## src/rtl/led_bar_ctrl.sv

```systemverilog
// LED bar controller: scales audio level samples to an 18-LED thermometer bar with a
// decaying peak-hold dot, plus a fill/sweep test pattern for board bring-up.
module led_bar_ctrl #(
  parameter int NUM_LEDS     = 18,
  parameter int LEVEL_W      = 16,
  parameter int HOLD_CYCLES  = 13_500_000,
  parameter int DECAY_CYCLES = 1_350_000,
  parameter int SWEEP_CYCLES = 2_700_000
) (
  input  logic                clk,
  input  logic                reset_bar,
  input  logic                test_en,
  input  logic                level_valid,
  input  logic [LEVEL_W-1:0]  level_data,
  output logic                level_ready,
  output logic [NUM_LEDS-1:0] LED_RED,
  output logic [4:0]          peak_idx
);

  localparam int PROD_W = LEVEL_W + 5;
  localparam int CNT_MAX = (HOLD_CYCLES > DECAY_CYCLES) ? HOLD_CYCLES : DECAY_CYCLES;
  localparam int CNT_W = $clog2(CNT_MAX) + 1;
  localparam int SWP_W = $clog2(SWEEP_CYCLES) + 1;
  localparam logic [CNT_W-1:0] HOLD_LOAD  = CNT_W'(HOLD_CYCLES - 1);
  localparam logic [CNT_W-1:0] DECAY_LOAD = CNT_W'(DECAY_CYCLES - 1);
  localparam logic [SWP_W-1:0] SWEEP_LAST = SWP_W'(SWEEP_CYCLES - 1);
  localparam logic [NUM_LEDS-1:0] PAT_ONE  = {{(NUM_LEDS-1){1'b0}}, 1'b1};
  localparam logic [NUM_LEDS-1:0] PAT_FULL = {NUM_LEDS{1'b1}};

  typedef enum logic [0:0] {RUN = 1'b0, TEST = 1'b1} state_t;

  state_t              state_r, state_n;
  logic                level_ready_r, level_ready_n;
  logic                new_r, new_n;
  logic [4:0]          bar_n_r, bar_n_n;
  logic [4:0]          peak_r, peak_n;
  logic [CNT_W-1:0]    hold_cnt_r, hold_cnt_n;
  logic [SWP_W-1:0]    sweep_cnt_r, sweep_cnt_n;
  logic [NUM_LEDS-1:0] pattern_r, pattern_n;
  logic [NUM_LEDS-1:0] led_r, led_n;
  logic [4:0]          peak_idx_r, peak_idx_n;
  logic                accept_s;
  logic [PROD_W-1:0]   prod_s;

  function automatic logic [NUM_LEDS-1:0] therm(input logic [4:0] n);
    logic [NUM_LEDS-1:0] res;
    for (int i = 0; i < NUM_LEDS; i++) res[i] = (5'(i) < n);
    return res;
  endfunction

  // Single dot at position p-1; no dot when p is zero.
  function automatic logic [NUM_LEDS-1:0] dot(input logic [4:0] p);
    logic [NUM_LEDS-1:0] res;
    for (int i = 0; i < NUM_LEDS; i++) res[i] = (5'(i + 1) == p);
    return res;
  endfunction

  assign accept_s = level_valid & level_ready_r;
  assign prod_s   = PROD_W'(level_data) * PROD_W'(NUM_LEDS + 1);

  // Next-state, scaling, peak tracking and output pattern selection.
  always_comb begin
    state_n       = state_r;
    level_ready_n = level_ready_r;
    new_n         = new_r;
    bar_n_n       = bar_n_r;
    peak_n        = peak_r;
    hold_cnt_n    = hold_cnt_r;
    sweep_cnt_n   = sweep_cnt_r;
    pattern_n     = pattern_r;
    led_n         = led_r;
    peak_idx_n    = peak_idx_r;
    case (state_r)
      RUN: begin
        if (accept_s) begin
          bar_n_n = prod_s[PROD_W-1:LEVEL_W];
          new_n   = 1'b1;
        end else begin
          new_n   = 1'b0;
        end
        if (test_en) begin
          state_n       = TEST;
          level_ready_n = 1'b0;
          pattern_n     = PAT_ONE;
          sweep_cnt_n   = '0;
          led_n         = PAT_ONE;
          peak_idx_n    = 5'd0;
        end else begin
          level_ready_n = 1'b1;
          if (new_r && (bar_n_r >= peak_r)) begin
            peak_n     = bar_n_r;
            hold_cnt_n = HOLD_LOAD;
          end else if (hold_cnt_r != '0) begin
            hold_cnt_n = hold_cnt_r - CNT_W'(1);
          end else if (peak_r != 5'd0) begin
            peak_n     = peak_r - 5'd1;
            hold_cnt_n = DECAY_LOAD;
          end else begin
            hold_cnt_n = hold_cnt_r;
          end
          led_n      = therm(bar_n_r) | dot(peak_n);
          peak_idx_n = peak_n;
        end
      end
      TEST: begin
        peak_idx_n = 5'd0;
        if (!test_en) begin
          state_n       = RUN;
          level_ready_n = 1'b1;
          new_n         = 1'b0;
          bar_n_n       = 5'd0;
          peak_n        = 5'd0;
          hold_cnt_n    = '0;
          led_n         = '0;
        end else begin
          level_ready_n = 1'b0;
          if (sweep_cnt_r == SWEEP_LAST) begin
            sweep_cnt_n = '0;
            if (pattern_r == PAT_FULL) begin
              pattern_n = PAT_ONE;
            end else begin
              pattern_n = {pattern_r[NUM_LEDS-2:0], 1'b1};
            end
          end else begin
            sweep_cnt_n = sweep_cnt_r + SWP_W'(1);
          end
          led_n = pattern_n;
        end
      end
      default: begin
        state_n = RUN;
      end
    endcase
  end

  // State and datapath registers with synchronous active-low reset.
  always_ff @(posedge clk) begin
    if (!reset_bar) begin
      state_r       <= RUN;
      level_ready_r <= 1'b0;
      new_r         <= 1'b0;
      bar_n_r       <= 5'd0;
      peak_r        <= 5'd0;
      hold_cnt_r    <= '0;
      sweep_cnt_r   <= '0;
      pattern_r     <= '0;
      led_r         <= '0;
      peak_idx_r    <= 5'd0;
    end else begin
      state_r       <= state_n;
      level_ready_r <= level_ready_n;
      new_r         <= new_n;
      bar_n_r       <= bar_n_n;
      peak_r        <= peak_n;
      hold_cnt_r    <= hold_cnt_n;
      sweep_cnt_r   <= sweep_cnt_n;
      pattern_r     <= pattern_n;
      led_r         <= led_n;
      peak_idx_r    <= peak_idx_n;
    end
  end

  assign level_ready = level_ready_r;
  assign LED_RED     = led_r;
  assign peak_idx    = peak_idx_r;

endmodule

```

## config.mk

```make
export PLATFORM = sky130hd
export DESIGN_NAME = led_bar_ctrl
export DESIGN_NICKNAME = d
export VERILOG_FILES = /design/src/rtl/led_bar_ctrl.sv
export SDC_FILE = /design/constraint.sdc
export NUM_CORES = 1
export LEC_CHECK = 0
export CORE_MARGIN = 1
export CORE_UTILIZATION = 64
export CTS_BUF_LIST = sky130_fd_sc_hd__clkbuf_8 sky130_fd_sc_hd__clkbuf_16
export DETAILED_ROUTE_END_ITERATION = 6
export GPL_ROUTABILITY_DRIVEN = 0
export PLACE_DENSITY_LB_ADDON = 0.08
export SETUP_SLACK_MARGIN = 0.5
export SYNTH_ARGS = -nofsm -noshare
export SYNTH_HDL_FRONTEND = slang
export SYNTH_SLANG_ARGS = --single-unit
export TNS_END_PERCENT = 100
```

## constraint.sdc

```tcl
create_clock -name clk -period 4 [get_ports clk]
set_input_delay 0.4 -clock clk [delete_from_list [all_inputs] [get_ports clk]]
set_output_delay 0.4 -clock clk [all_outputs]
set_load 0.01 [all_outputs]
```

==> run_results.csv <==
group,metric,value,unit
worst_setup_path,regToRegEndpoint,"hold_cnt_r[7]",
clocking,cts_buffer_depth,2,
sta,layout_worst_path_cycle_share,80.5,%
sta,final-hold-violation-count,0,
clocking,postCtsHoldBufs,0,
sta,rsz0062_at_grt,"false",
drt,route.detailed.drc,0,
floorplan,placement_rows,35,
global_routing,vias_in_the_first_global_route,5561,
synthesis,synth_top_area_share,33.2,%
sta,final_max_slew_viol_count,0,
worst_setup_path,worstPathArrival,3.48,ns
place,port_buffers,43,
global_routing,grt_util_all_layers,31.3,%
flow_run,max_cap_viol_count,0,
synthesis,synth.yosys.warnings,0,
floorplan,placeableCoreArea,9280,um^2
place,placement.cell_area,6680,um^2
drt,count_of_tritonroute_iterations_in_the_first_routing_pass,5,
drt,wire_per_inst,16.6,um
pwr,finalPower,3.68,mW
clocking,post_cts.resized_instances,0,
sta,timing.final.crit_period,3.22,ns
pwr,power.density_cell_area,533,nW/um^2
floorplan,number_of_primary_i_o_pins,44,
global_routing,grt_overflow_total,0,
worst_setup_path,cell_count_of_the_worst_reg_to_reg_path,8,
drt,detail_route.wirelength.met1,6.32,mm
worst_setup_path,critical_path_required,4.26,ns
cells_and_area,final_net_count,847,
floorplan,starting_density_of_the_core,66.3,%
clocking,clk_pin_slew_worst_setup_hold_paths,0.10,ns
sta,final_tns_setup,0,ns
min_path,min-delay-start,"peak_r[1]",
clocking,root_buffer,"clkbuf_8",
cells_and_area,n_antenna_cell,0,
synthesis,synth_seq_area_share,33.2,%
worst_setup_path,critPathKind,"in -> reg",
synthesis,syn-cell-area,6150,um^2
drt,drt_iter0_drc,343,
sta,final_number_of_setup_violating_endpoints,0,
synthesis,synth_edf_count,0,
clocking,clock_sink_count,102,
floorplan,die_x,100,um
floorplan,die_h,100,um
synthesis,dominantRegCellSynth,"dfxtp_1",
sta,slew_headroom,38.6,%
drt,dr_vias,5733,
place,dpl.hpwl,10.8,mm
worst_setup_path,worstPathMaxFanout,3,
synthesis,cell_count_after_synthesis,746,
pwr,static-leakage-power,2.91,nW
global_routing,grt_pass1_wl,25.3,mm
sta,clock_skew,0.0108,ns
worst_setup_path,startpoint_type,"input port",
min_path,classification_of_the_worst_slack_hold_path,"reg -> reg",
sta,tightest_slew,0.912,ns
clocking,cts_post_setup_buffers_inserted,0,
synthesis,synthesis.nets,820,
synthesis,ys_top_cells_by_area,"dfxtp_1 (33%), ha_1 (8.7%), o21ai_0 (4.6%)",
floorplan,fp.dieArea,10000,um^2
clocking,h-tree-depth,3,
global_routing,antenna_found_initial,0,
worst_setup_path,reg2reg_setup_slack,0.99,ns
min_path,timing.hold.worst_endpoint,"peak_r[1]",
cells_and_area,fillCellCount,731,
pwr,irDropWorstVdd,0.332,mV
clocking,insertion_delay,0.38,ns
synthesis,yosys.area.top_type,"dfxtp_1",
min_path,min_path_cells,1,
clocking,cts_tree,"done",
worst_setup_path,cp-end-kind,"flip-flop",
drt,wirelength,15.0,mm
run_status,outcome,"finished clean",
synthesis,synth_async_sr_flop_share,0,%
worst_setup_path,worstReg2RegStart,"hold_cnt_r[2]",
drt,antenna_violating_nets_post_route,0,
drt,vias_per_cell,6.32,
drt,met3WireLength,924,um
sta,timing.fmax,310,MHz
cells_and_area,design_area,6900,um^2
synthesis,synth-seq-cells,102,
global_routing,grt_max_degree,31,
synthesis,synthDistinctLibCells,66,
cells_and_area,synthToLayoutAreaGrowth,12.1,%
drt,dr_wl_met2,7.39,mm
cells_and_area,fraction_of_final_layout_cells_sized_beyond_drive_strength_1,6.43,%
clocking,tritoncts_buffers,9,
synthesis,syn_area_per_cell,8.25,um^2
drt,topRoutingLayerUsed,"met4",
==> Yosys cell counts (14+ instances only) <==
| cell | count |
|---|---|
| a21oi_1 | 36 |
| a22o_1 | 16 |
| and3_1 | 14 |
| clkbuf_1 | 27 |
| dfxtp_1 | 102 |
| ha_1 | 43 |
| inv_1 | 60 |
| nand2_1 | 74 |
| nand3_1 | 19 |
| nand4_1 | 15 |
| nor2_1 | 63 |
| nor3_1 | 22 |
| o21ai_0 | 56 |
| xnor2_1 | 15 |
==> per-stage QoR <==
stage               hold WS (ns)  setup slack [ns]  instances  utilization (%)
floorplan                  0.426              1.13        746                -
global placement           0.438             0.508        891             71.9
detailed placement         0.445             0.398        891             71.9
CTS                        0.468             0.790        907             74.3
global route               0.495             0.655        907             74.3
finish                     0.466             0.779        907             74.3
==> layout make-up <==
cell class | instances | area [um^2] | area share, %
clock inverters | 7 | 95.1 | 1.38
inverters | 61 | 229 | 3.32
clock buffers | 9 | 124 | 1.80
repair buffers | 53 | 505 | 7.33
multi-input cells | 546 | 3740 | 54.2
flip-flops and latches | 102 | 2040 | 29.6
well taps | 129 | 161 | 2.34
==> worst max-delay path, stage by stage <==
cell and delay (ns):
clkdlybuf4s50_1 0.47, ha_1 0.30, inv_1 0.05, fa_1 0.50, inv_1 0.04, ha_1 0.30
a21o_1 0.18, a21o_1 0.17, a221oi_1 0.34, o211ai_1 0.18, a31oi_1 0.31, xnor2_1 0.16
o21ai_0 0.08
==> how the worst max path moves through the flow <==
stage	from	to	slack (ns)	depth (start not counted)
global placement	level_data[6]	bar_n_r[3]	0.51	13
finish	level_data[9]	bar_n_r[3]	0.78	13
global route	level_data[9]	bar_n_r[3]	0.65	13
detailed placement	level_data[9]	bar_n_r[3]	0.40	13
floorplan	level_data[6]	bar_n_r[3]	1.13	12
CTS	level_data[9]	bar_n_r[3]	0.79	13
==> cells in the final DEF (no fill, tap or decap), types with 9 or more instances in the layout <==
cell type | netlist | layout
fa_1 | 11 | 11
nand3_1 | 19 | 19
a31oi_1 | 13 | 13
nand2_1 | 74 | 74
nor3_1 | 22 | 22
ha_1 | 43 | 43
clkdlybuf4s50_1 | 0 | 43
nand4_1 | 15 | 15
a21oi_1 | 36 | 36
a22o_1 | 16 | 16
a221oi_1 | 9 | 9
nor2_1 | 63 | 63
dfxtp_1 | 102 | 102
clkbuf_8 | 0 | 9
nor4_1 | 9 | 9
o21ai_0 | 56 | 56
and3_1 | 14 | 14
a21o_1 | 13 | 13
inv_1 | 60 | 60
xnor2_1 | 15 | 15
buf_4 | 0 | 10
==> kinds of logic (layout without fill, tap and decap cells) <==
kind of cell    after synthesis  in the layout  share of synthesized area, %
xor+xnor                     23             23                          3.27
compound gates              204            204                          22.8
fa+ha+maj                    54             54                          12.3
flops                       102            102                          33.2
simple gates                261            261                          21.6
mux                           4              4                         0.671
buf+inv                      98            130                          6.12
==> sequential cells by signal, indices dropped and copies added (netlist names) <==
name,count
state_r,1
LED_RED,18
hold_cnt_r,25
bar_n_r,5
sweep_cnt_r,23
level_ready,1
new_r,1
peak_r,5
pattern_r,18
peak_idx,5
==> power by group <==
group          switching, mW  total (mW)  internal (mW)  leakage [nW]
logic                   1.02        1.68          0.660          1.97
registers              0.156        1.28           1.13         0.826
clock network          0.365       0.719          0.354         0.110
==> metal layers <==
metal | vias up | global-route usage, %
li1 | 2757 | -
met1 | 2719 | 38.6
met2 | 213 | 53.4
met3 | 44 | 5.92
met4 | 0 | 13.9
met5 | - | 0
No activity file was read; power rests on OpenSTA's default activity.
==> patch (config.mk and constraints unchanged) <==
Change the parameter `NUM_LEDS` from 18 to 9.
--- a/src/rtl/led_bar_ctrl.sv
+++ b/src/rtl/led_bar_ctrl.sv
@@ -1,7 +1,7 @@
 // LED bar controller: scales audio level samples to an 18-LED thermometer bar with a
 // decaying peak-hold dot, plus a fill/sweep test pattern for board bring-up.
 module led_bar_ctrl #(
-  parameter int NUM_LEDS     = 18,
+  parameter int NUM_LEDS     = 9,
   parameter int LEVEL_W      = 16,
   parameter int HOLD_CYCLES  = 13_500_000,
   parameter int DECAY_CYCLES = 1_350_000,
Ports: changed (resized LED_RED); port bits go from 44 to 35. No check against the original RTL was run, so the function may have changed too.
==> patch against the original RTL <==
Critical path depth down 3. Cell area fell by 20%. Via count shrank 17%. Core utilization is 0.90 points higher. Area after synthesis fell by 20%. Highest routed layer unchanged. Sequential share of layout area increased by 0.38 points. Power decreased by 15%. Largest cell class unchanged. Wire length down 18%. Largest power group unchanged. Sequential cell count is 19 lower. Critical endpoint is now hold_cnt_r[11]$_SDFFE_PN0P_. Worst setup slack got worse by 65 ps. Global-route usage up 0.25 points.
==> patch: results (changes against the original RTL) <==
stage	metric	value	unit	change
clocking	clkTransAtPathRegs	80	ps	-20 ps
power	static_leakage	2.18	nW	-25%
yosys	synth.net_count	653		-20%
global_route	maximum_number_of_pins_on_one_net_before_global_route_repair	33		+6.5%
worst_setup_path	path_max_fanout	18		+15
placement	post_dp_cell_area	5340	um2	-20%
power	ir_drop_worst_vdd	0.000469	V	+42%
placement	placedCellCount	713		-20%
detailed_routing	routed_wire_length_per_instance	16.9	um	+1.9%
worst_setup_path	cp_slowest_cell	or2_1		
outcome	run_status	complete, no violations		
yosys	synth.ff_latch_count	83		-19%
sta	tightestPinTransition	874	ps	-38.6 ps
detailed_routing	detail_route.iter0.violations	333		-2.9%
yosys	ys_top_cells_by_count	dfxtp_1 (83), nand2_1 (67), nor2_1 (58)		
placement	placement_stage_worst_setup_slack	804	ps	+406 ps
global_route	grt_util_all_layers	31.6	%	+0.25 points
yosys	syn_inst	599		-20%
sta	final.setup_skew	9.56	ps	-1.25 ps
detailed_routing	drt-vias-per-instance	6.55		+3.7%
final_layout	num-fill-cells	539		-26%
yosys	synth_sequential_area_ratio	33.6	%	+0.47 points
worst_setup_path	crit_path_max_incr_delay	560	ps	+60 ps
final_layout	final_nets	679		-20%
yosys	synth_cell_types	69		+4.5%
placement	port_buffers	34		-21%
power	power.internal	1.83	mW	-15%
final_layout	fin_cells	728		-20%
global_route	grt_first_pass_wirelength	20900	um	-17%
placement	dp_hpwl	8770	um	-18%
yosys	synth_top_cells_by_area	dfxtp_1 (34%), ha_1 (8.6%), nand2_1 (5.1%)		
worst_setup_path	worst_ep_arrival_time	3550	ps	+70 ps
clocking	worstSkewPairLatency	370	ps	
-- patch: final cells by class --
cell class	count	area share, %
clock buffer	9	2.24
sequential	83	30.0
timing repair buffer	42	7.23
tap	99	2.24
clock inverter	6	1.49
inverter	16	1.08
multi-input combinational	473	55.7
-- patch: power groups by stage --
stage,Sequential [mW],Clock (mW),Combinational [mW]
after global placement,1.08,0,1.30
after global routing,1.09,0.690,1.53
after CTS,1.07,0.654,1.37
after detailed placement,1.08,0,1.35
after floorplan,1.05,0,1.09
final,1.08,0.651,1.40
-- patch: path summary, 6_finish.rpt --
check | to | slack (ps) | depth (start not counted) | startpoint
max reg2reg | hold_cnt_r[11]$_SDFFE_PN0P_ | 710 | 10 | bar_n_r[0]$_SDFFE_PN0P_
min | new_r$_SDFFE_PN0P_ | 470 | 1 | new_r$_SDFFE_PN0P_
max | hold_cnt_r[11]$_SDFFE_PN0P_ | 710 | 10 | bar_n_r[0]$_SDFFE_PN0P_
min reg2reg | new_r$_SDFFE_PN0P_ | 470 | 1 | new_r$_SDFFE_PN0P_
-- patch: cells by family after synthesis --
group,count (synthesis),share of synthesized area (%)
simple gates,246,25.5
compound gates,166,23.1
flops,83,33.6
buf+inv,43,3.80
fa+ha+maj,34,8.61
xor+xnor,19,3.37
mux,8,1.98
-- patch: routing by layer --
layer	wire length, um	GRT usage [%]	vias to the layer above	share of wire, %
met5	0	0	-	0
met4	314	14.8	0	2.6
met3	879	6.01	35	7.1
met2	5930	52.8	210	48
met1	5180	39.2	2259	42
li1	-	-	2266	-
-- patch: per-stage QoR --
step | utilization [%] | hold slack (ps)
6_report | 75.2 | 475
4_1_cts | 75.2 | 470
2_1_floorplan | - | 426
3_3_place_gp | 72.4 | 441
5_1_grt | 75.2 | 493
3_5_place_dp | 72.4 | 446
-- patch: critical path: cells and delay by family (launching register included) --
kind	cells	cell delay, ps
buffers and inverters	2	440
DFF	1	470
AOI/OAI and AO/OA	5	1260
and+or+nand+nor	2	710
adders and majority gates	1	300
